File: src/rtl/decimal_entry_pkg.sv
// rtl/decimal_entry_pkg.sv - shared types, constants and limit helpers for decimal_entry
package decimal_entry_pkg;

   typedef enum logic [1:0] {
      ST_IDLE  = 2'd0,
      ST_ENTRY = 2'd1,
      ST_DONE  = 2'd2,
      ST_ERROR = 2'd3
   } state_t;

   localparam int DIGIT_MAX = 9;
   localparam int ACC_W     = 14;

   function automatic logic [ACC_W-1:0] unsigned_limit(input int width);
      return ACC_W'((1 << width) - 1);
   endfunction

   function automatic logic [ACC_W-1:0] pos_limit(input int width);
      return ACC_W'((1 << (width - 1)) - 1);
   endfunction

   function automatic logic [ACC_W-1:0] neg_limit(input int width);
      return ACC_W'(1 << (width - 1));
   endfunction

endpackage

File: src/rtl/decimal_entry_key_edge.sv
// rtl/decimal_entry_key_edge.sv - key_edge: 2-flop synchronizer plus falling-edge detector
module key_edge (
   input  logic clk,
   input  logic rst,
   input  logic key_n,
   output logic press
);

   logic sync1_q;
   logic sync2_q;
   logic prev_q;

   // Reset to the released level so a key held through reset is not seen at once.
   always_ff @(posedge clk) begin
      if (rst) begin
         sync1_q <= 1'b1;
         sync2_q <= 1'b1;
         prev_q  <= 1'b1;
      end else begin
         sync1_q <= key_n;
         sync2_q <= sync1_q;
         prev_q  <= sync2_q;
      end
   end

   assign press = prev_q & ~sync2_q;

endmodule

File: src/rtl/decimal_entry.sv
// rtl/decimal_entry.sv - keypad decimal entry FSM; DECIMAL_ENTRY_SIGNED_EN enables the sign key
module decimal_entry
   import decimal_entry_pkg::*;
#(
   parameter int WIDTH      = 10,
   parameter int MAX_DIGITS = 4
) (
   input  logic             clk,
   input  logic             rst,
   input  logic [3:0]       digit_i,
   input  logic             digit_key_n,
   input  logic             enter_key_n,
   input  logic             clr_key_n,
   input  logic             neg_key_n,
   output logic [ACC_W-1:0] acc_o,
   output logic [2:0]       digit_cnt_o,
   output logic             neg_o,
   output logic [WIDTH-1:0] value_o,
   output logic             value_valid_o,
   output logic             ovf_o
);

`ifdef DECIMAL_ENTRY_SIGNED_EN
   localparam bit SIGNED_EN = 1'b1;
`else
   localparam bit SIGNED_EN = 1'b0;
`endif

   logic dig_ev, ent_ev, clr_ev, neg_ev;

   key_edge u_digit (.clk(clk), .rst(rst), .key_n(digit_key_n), .press(dig_ev));
   key_edge u_enter (.clk(clk), .rst(rst), .key_n(enter_key_n), .press(ent_ev));
   key_edge u_clr   (.clk(clk), .rst(rst), .key_n(clr_key_n),   .press(clr_ev));
   key_edge u_neg   (.clk(clk), .rst(rst), .key_n(neg_key_n),   .press(neg_ev));

   state_t             state_q, state_d;
   logic [ACC_W-1:0]   acc_q, acc_d;
   logic [2:0]         cnt_q, cnt_d;
   logic               neg_q, neg_d;
   logic [WIDTH-1:0]   value_q, value_d;
   logic               valid_q, valid_d;

   logic [ACC_W-1:0]   limit;
   logic [ACC_W-1:0]   acc_twos;
   logic               digit_ok;

   assign limit    = !SIGNED_EN ? unsigned_limit(WIDTH) :
                     (neg_q ? neg_limit(WIDTH) : pos_limit(WIDTH));
   assign acc_twos = neg_q ? (~acc_q + 1'b1) : acc_q;
   assign digit_ok = (digit_i <= 4'(DIGIT_MAX));

   always_ff @(posedge clk) begin
      if (rst) begin
         state_q <= ST_IDLE;
         acc_q   <= '0;
         cnt_q   <= '0;
         neg_q   <= 1'b0;
         value_q <= '0;
         valid_q <= 1'b0;
      end else begin
         state_q <= state_d;
         acc_q   <= acc_d;
         cnt_q   <= cnt_d;
         neg_q   <= neg_d;
         value_q <= value_d;
         valid_q <= valid_d;
      end
   end

   // One event per cycle at most; lower-priority events in the same cycle are dropped.
   always_comb begin
      state_d = state_q;
      acc_d   = acc_q;
      cnt_d   = cnt_q;
      neg_d   = neg_q;
      value_d = value_q;
      valid_d = 1'b0;
      if (clr_ev) begin
         state_d = ST_IDLE;
         acc_d   = '0;
         cnt_d   = '0;
         neg_d   = 1'b0;
      end else if (ent_ev) begin
         if (state_q == ST_ENTRY) begin
            if (acc_q <= limit) begin
               value_d = acc_twos[WIDTH-1:0];
               valid_d = 1'b1;
               state_d = ST_DONE;
            end else begin
               state_d = ST_ERROR;
            end
         end
      end else if (neg_ev && SIGNED_EN) begin
         if (state_q == ST_IDLE || state_q == ST_ENTRY) begin
            neg_d = ~neg_q;
         end
      end else if (dig_ev && digit_ok) begin
         case (state_q)
            ST_IDLE, ST_DONE: begin
               acc_d   = ACC_W'(digit_i);
               cnt_d   = 3'd1;
               neg_d   = 1'b0;
               state_d = ST_ENTRY;
            end
            ST_ENTRY: begin
               if (cnt_q < 3'(MAX_DIGITS)) begin
                  acc_d = acc_q * ACC_W'(10) + ACC_W'(digit_i);
                  cnt_d = cnt_q + 3'd1;
               end
            end
            default: ;
         endcase
      end
   end

   assign acc_o         = acc_q;
   assign digit_cnt_o   = cnt_q;
   assign neg_o         = SIGNED_EN ? neg_q : 1'b0;
   assign value_o       = value_q;
   assign value_valid_o = valid_q;
   assign ovf_o         = (state_q == ST_ERROR);

endmodule
File: config.mk
export PLATFORM = sky130hd
export DESIGN_NAME = decimal_entry
export DESIGN_NICKNAME = d
export VERILOG_FILES = /design/src/rtl/decimal_entry_pkg.sv /design/src/rtl/decimal_entry_key_edge.sv /design/src/rtl/decimal_entry.sv
export SDC_FILE = /design/constraint.sdc
export NUM_CORES = 1
export LEC_CHECK = 0
export BUFFER_PORTS_ARGS = -buffer_cell sky130_fd_sc_hd__buf_4
export CAP_MARGIN = 20
export CORE_MARGIN = 3
export CORE_UTILIZATION = 30
export CTS_CLUSTER_DIAMETER = 100
export CTS_CLUSTER_SIZE = 16
export DETAILED_ROUTE_END_ITERATION = 6
export GPL_ROUTABILITY_DRIVEN = 0
export PLACE_DENSITY = 0.5
export SYNTH_ARGS = -nofsm -noshare
export SYNTH_HDL_FRONTEND = slang
export SYNTH_SLANG_ARGS = --single-unit
File: constraint.sdc
create_clock -name clk -period 4.6 [get_ports clk]
set_input_delay 0.46 -clock clk [delete_from_list [all_inputs] [get_ports clk]]
set_output_delay 0.46 -clock clk [all_outputs]
set_load 0.02 [all_outputs]
# Word-level counts from Yosys, hierarchy flattened
# Cells that the tools add are included.
# word_totals
ff_bits,39
input_bits,10
out_inout_bits,30
elab_cells,55
# classes
n_addsub,2
mul,1
magnitude_cmp,3
eq_ne,5
muxes,10
bitwise,9
n_reduce_logical,11
# op_table
cell,count
$pmux 14 s2,1
$add 14x4->14,1
$le 14x10->1 const B,1
$mul 14x3->13 const B,1
$mux 14,1
$mux 2,4
$reduce_and 4->1,2
$not 1->1,6
$pmux 3 s2,1
$reduce_bool 2->1,3
$eq 2x2->1 const B,2
$le 4x4->1 const B,1
$ne 2x1->1 const B,2
$reduce_or 2->1,2
$reduce_or 4->1,1
$add 3x1->3 const B,1
$and 1x1->1,3
$lt 3x3->1 const B,1
$mux 3,1
$reduce_and 3->1,1
$eq 2x1->1 const B,1
$logic_not 2->1,1
$mux 1,2
$logic_and 1x1->1,1

# Longest topological paths before layout
# logic_depth
word_depth,5
ltp_mapped,10

# Hierarchy
# From an unflattened synthesis, not the netlist that was laid out.
# unflattened
cells_unflattened,225
area_unflattened_um2,2149.6
# by_module_without_submodules
module,n_inst,cells_each,area_per_inst_um2,seq_area_each_um2
decimal_entry,1,204,1894.3,600.6
key_edge,3,7,85.1,60.1

# Least setup slack after synthesis
# No wires, ideal clock.
# synth_timing
path_type,register to register
from,register acc_q[3] (netlist: acc_o[3])
to,register acc_q[13] (netlist: acc_o[13])
setup_ps,119
t_arrival_ps,2618
slack_ps,1863
stages_incl_launch_ff,11
n_path_buf,0
synth_period_minus_slack_ps,2737
cell_sequence,dfxtp_1 > ha_1 > ha_1 > fa_1 > a21o_1 > a221oi_2 > xnor2_1 > nand4b_1 > a211oi_2 > xor2_1 > o21ai_1
# synth_between
elab_chain_len,4
# synth_lines
element,line_no,source
from (decl),decimal_entry.sv:37,"logic [ACC_W-1:0] acc_q, acc_d;"
from (signal assigned),decimal_entry.sv:55,acc_q <= '0;
from (signal assigned),decimal_entry.sv:62,acc_q <= acc_d;
$mul 14x3->13,decimal_entry.sv:107,acc_d = acc_q * ACC_W'(10) + ACC_W'(digit_i);
$add 14x4->14,decimal_entry.sv:107,
$mux 14,decimal_entry.sv:106,if (cnt_q < 3'(MAX_DIGITS)) begin
$pmux 14 s2,decimal_entry.sv:98,case (state_q)
# No other way between the ends. The select of a mux whose other input is x is not followed.
# A chain may end at the register's enable or synchronous reset.

# Final worst setup path
# Ends and elaborated chain as after synthesis.

==> results by group <==
Power and ir drop
  • Total power: approximately 640 uW
  • Internal power: approximately 490 uW
  • Cell Pwr Density: between 200 and 250 nW/um2
  • Clock power share: about 40%
  • Switching power total: around 140 uW
  • Switching share of power: 22.5%
  • Seq pwr share: a little over half
  • VDD IR max: 0.163 mV
  • P_leak: roughly 1.3 nW
  • Combinational share of power: between 5 and 6%

Floorplanning
  • Initial core utilization: between 30% and 40%
  • Core Area: 7020 um2
  • Site Rows: 30
  • Die W: between 90 and 100 um
  • Die Ht: 92.6 um
  • Io pins: 40
  • Die area: around 8600 um2

Placement
  • Detailed Place HPWL: between 3000 and 4000 um
  • Port Buffers: 37
  • Placed cell areas: between 2000 and 3000 um2

Timing
  • Final Hold Vio Count: 0
  • RSZ-0062 raised after global routing: false
  • Final Hold Slack: between 300 and 400 ps
  • Final period utilization: a little under two thirds
  • FMAX: between 300 and 400 MHz
  • Slew headroom: a little over half
  • Setup_tns: 0 ps
  • Least-Margin Pin Slew: 700 ps
  • Post-route minimum period: 2920 ps
  • Final slew viol count: 0
  • # setup viols final: 0
  • Final clock skew: around 7.7 ps

Yosys
  • Synthesis-stage register bit count: 39
  • Synth warn: 0
  • Post-synthesis cell count: around 250
  • Synthesized area: approximately 2300 um2
  • Mapped Avg Cell Area: approximately 9 um2
  • Largest family of logic cells by synthesized area: simple AND/OR/NAND/NOR gates
  • Compound-Gate Fraction of Synth Area: between 10% and 20%
  • Synth cell types: 52
  • Post-synthesis mux area share: just under 5%
  • Mapped Nets: 280
  • Post-synth EDFFs: 0
  • Simple-Gate Fraction of Synth Area: roughly a fifth
  • Synth Area in Adders: about 15%
  • Most used flip-flop cell after synthesis: dfxtp_1
  • XOR/XNOR Fraction of Synth Area: approximately 6.5%
  • Seq/Total Area, Yosys: 34.7%
  • Ys async rst share: 0%

GRT
  • GRT overflow: 0
  • GRT Overall Usage: roughly 12%
  • Vias in the first global route: approximately 1700
  • Largest net degree at the start of global routing: 22
  • Antenna violations before repair: 0
  • First-pass GRT wire length: approximately 8500 um

Worst setup path
  • Worst r2r dst: acc_o[13]
  • Worst EP arrival: slightly above 3000 ps
  • Largest delay share family, worst path: adder cells
  • FF-to-FF path depth: 10
  • Crit path largest cell delay: approximately 450 ps
  • End point of the critical path: acc_o[13]
  • Most Frequent Cell on Critical Path: ha_1
  • Crit Path Max Fanout: 5
  • R2R Setup Slk: around 1700 ps
  • CP required: 4780 ps
  • Crit path cell chain: ha_1 > ha_1 > fa_1 > a21o_1 > a221oi_2 > xnor2_1 > nand4b_1 > a211oi_2 > xor2_1 > o21ai_1
  • RR Startpoint: acc_o[3]
  • CP max stage cell: dfxtp_1
  • Type of origin of the critical path: register
  • Crit Path Class: reg -> reg
  • Crit. Startpoint: acc_o[3]
  • Critical Path End Type: register
  • Critical path depth in cells: 10
  • WP buf/inv: 0

Layout
  • Layout cell share with drive strength beyond 1: between 20% and 30%
  • Area delta synth->final: 21.3%
  • Most frequent cells in the layout: dfxtp_1, buf_4, nor2_1, ha_1, a21oi_1
  • Commonest non-fill, non-tap cell in the layout: dfxtp_1
  • Inserted Diodes: 0
  • Fill cells: ~720
  • Design area: between 2000 and 3000 um2
  • Nets: 317
  • Finished Core Util: between 30% and 40%

Routing
  • Post-Route WL: between 5000 and 6000 um
  • Vias: about 1800
  • Residual DRC count: 0
  • Length of the first detailed-routing pass in iterations: 7
  • Post-DR vias/cell: roughly 4.7
  • ANT nets after route: 0
  • Wirelength per Cell: around 13 um
  • Starting DRT DRC Count: 62

Clock tree
  • TritonCTS buffer count: 5
  • Clk buf depth: 2
  • Worst-path clk slew: 80 ps
  • Post-CTS Resized: 0
  • Clock sink count: 39
  • Number of H-tree levels: 2
  • Root Driver: clkbuf_8
  • Setup bufs post-CTS: 0
  • CTS tree: done
  • CTS Hold Bufs: 0
  • Clk Latency, worst-skew pair: between 200 and 300 ps

Flow run
  • Max-capacitance violation count: 0

Run status
  • Outcome: finished, final reports clean

Min path
  • Worst Hold Class: in -> reg
[power by group through the flow]
stage               logic, mW  clock network [mW]  registers, mW
finish                 0.0358               0.256          0.345
global route           0.0398               0.279          0.345
CTS                    0.0359               0.267          0.345
detailed placement     0.0358                   0          0.353
global placement       0.0354                   0          0.353
floorplan              0.0227                   0          0.353
[metal layers]
metal | GRT usage, % | routed length (um)
met5 | 0 | 0
met4 | 4.03 | 70
met3 | 3.25 | 268
met2 | 18.2 | 2220
met1 | 17.8 | 2550
[worst min-delay path by stage]
| stage | startpoint | to | slack, ps | cells past startpoint |
|---|---|---|---|---|
| after floorplan | u_clr.sync1_q | u_clr.sync2_q | 390 | 1 |
| after global placement | u_enter.sync1_q | u_enter.sync2_q | 390 | 1 |
| after detailed placement | u_digit.sync1_q | u_digit.sync2_q | 390 | 1 |
| after CTS | clr_key_n | u_clr.sync1_q | 330 | 2 |
| after global routing | clr_key_n | u_clr.sync1_q | 340 | 2 |
| final | clr_key_n | u_clr.sync1_q | 350 | 2 |
[per-stage QoR]
step / worst slack [ps] / cells
after floorplan: 1860 / 245
after global placement: 1690 / 370
after CTS: 1670 / 378
after global routing: 1500 / 379
after detailed placement: 1690 / 370
final: 1680 / 379
[cell families after synthesis]
kind of cell,count (synthesis)
AND/OR/NAND/NOR,87
AO/OA/AOI/OAI,51
flip-flops,39
adder cells (fa/ha/maj),25
buffers and inverters,16
XOR/XNOR,15
multiplexers,11
other,1
[final cells by class]
cell class                      count  area (um2)  share of cell area (%)
Multi-Input combinational cell    190        1410                    51.7
Inverter                            8        30.0                    1.10
Timing Repair Buffer               38         285                    10.4
Clock buffer                        7        96.3                    3.53
Sequential cell                    39         781                    28.6
Tap cell                           96         120                    4.40
Clock inverter                      1        7.51                   0.275
[cells in the mapped netlist (all sizes together), types with 2 or more instances]
cell | count | area, um2
a211oi | 4 | 35.0
a21boi | 2 | 15.0
a21o | 4 | 31.3
a21oi | 15 | 78.8
a22oi | 8 | 60.1
buf | 3 | 17.5
clkbuf | 5 | 18.8
dfxtp | 39 | 781
fa | 2 | 40.0
ha | 23 | 288
inv | 8 | 30.0
mux2i | 10 | 100
nand2 | 13 | 48.8
nand2b | 9 | 56.3
nand3 | 3 | 15.0
nand3b | 2 | 15.0
nand4 | 2 | 12.5
nand4b | 2 | 17.5
nor2 | 28 | 105
nor2b | 3 | 18.8
nor3 | 3 | 25.0
nor3b | 3 | 22.5
o21ai | 12 | 60.1
or2 | 11 | 68.8
xnor2 | 8 | 85.1
xor2 | 7 | 61.3
[registers in the layout, summed over array words and instances, names as in the netlist]
name,cells
u_clr.prev_q,1
digit_cnt_o,3
u_clr.sync1_q,1
acc_o,14
state_q,2
u_digit.sync1_q,1
u_digit.sync2_q,1
u_clr.sync2_q,1
u_enter.sync1_q,1
u_enter.prev_q,1
value_valid_o,1
u_enter.sync2_q,1
value_o,10
u_digit.prev_q,1
(Power assumes the default switching activity.)
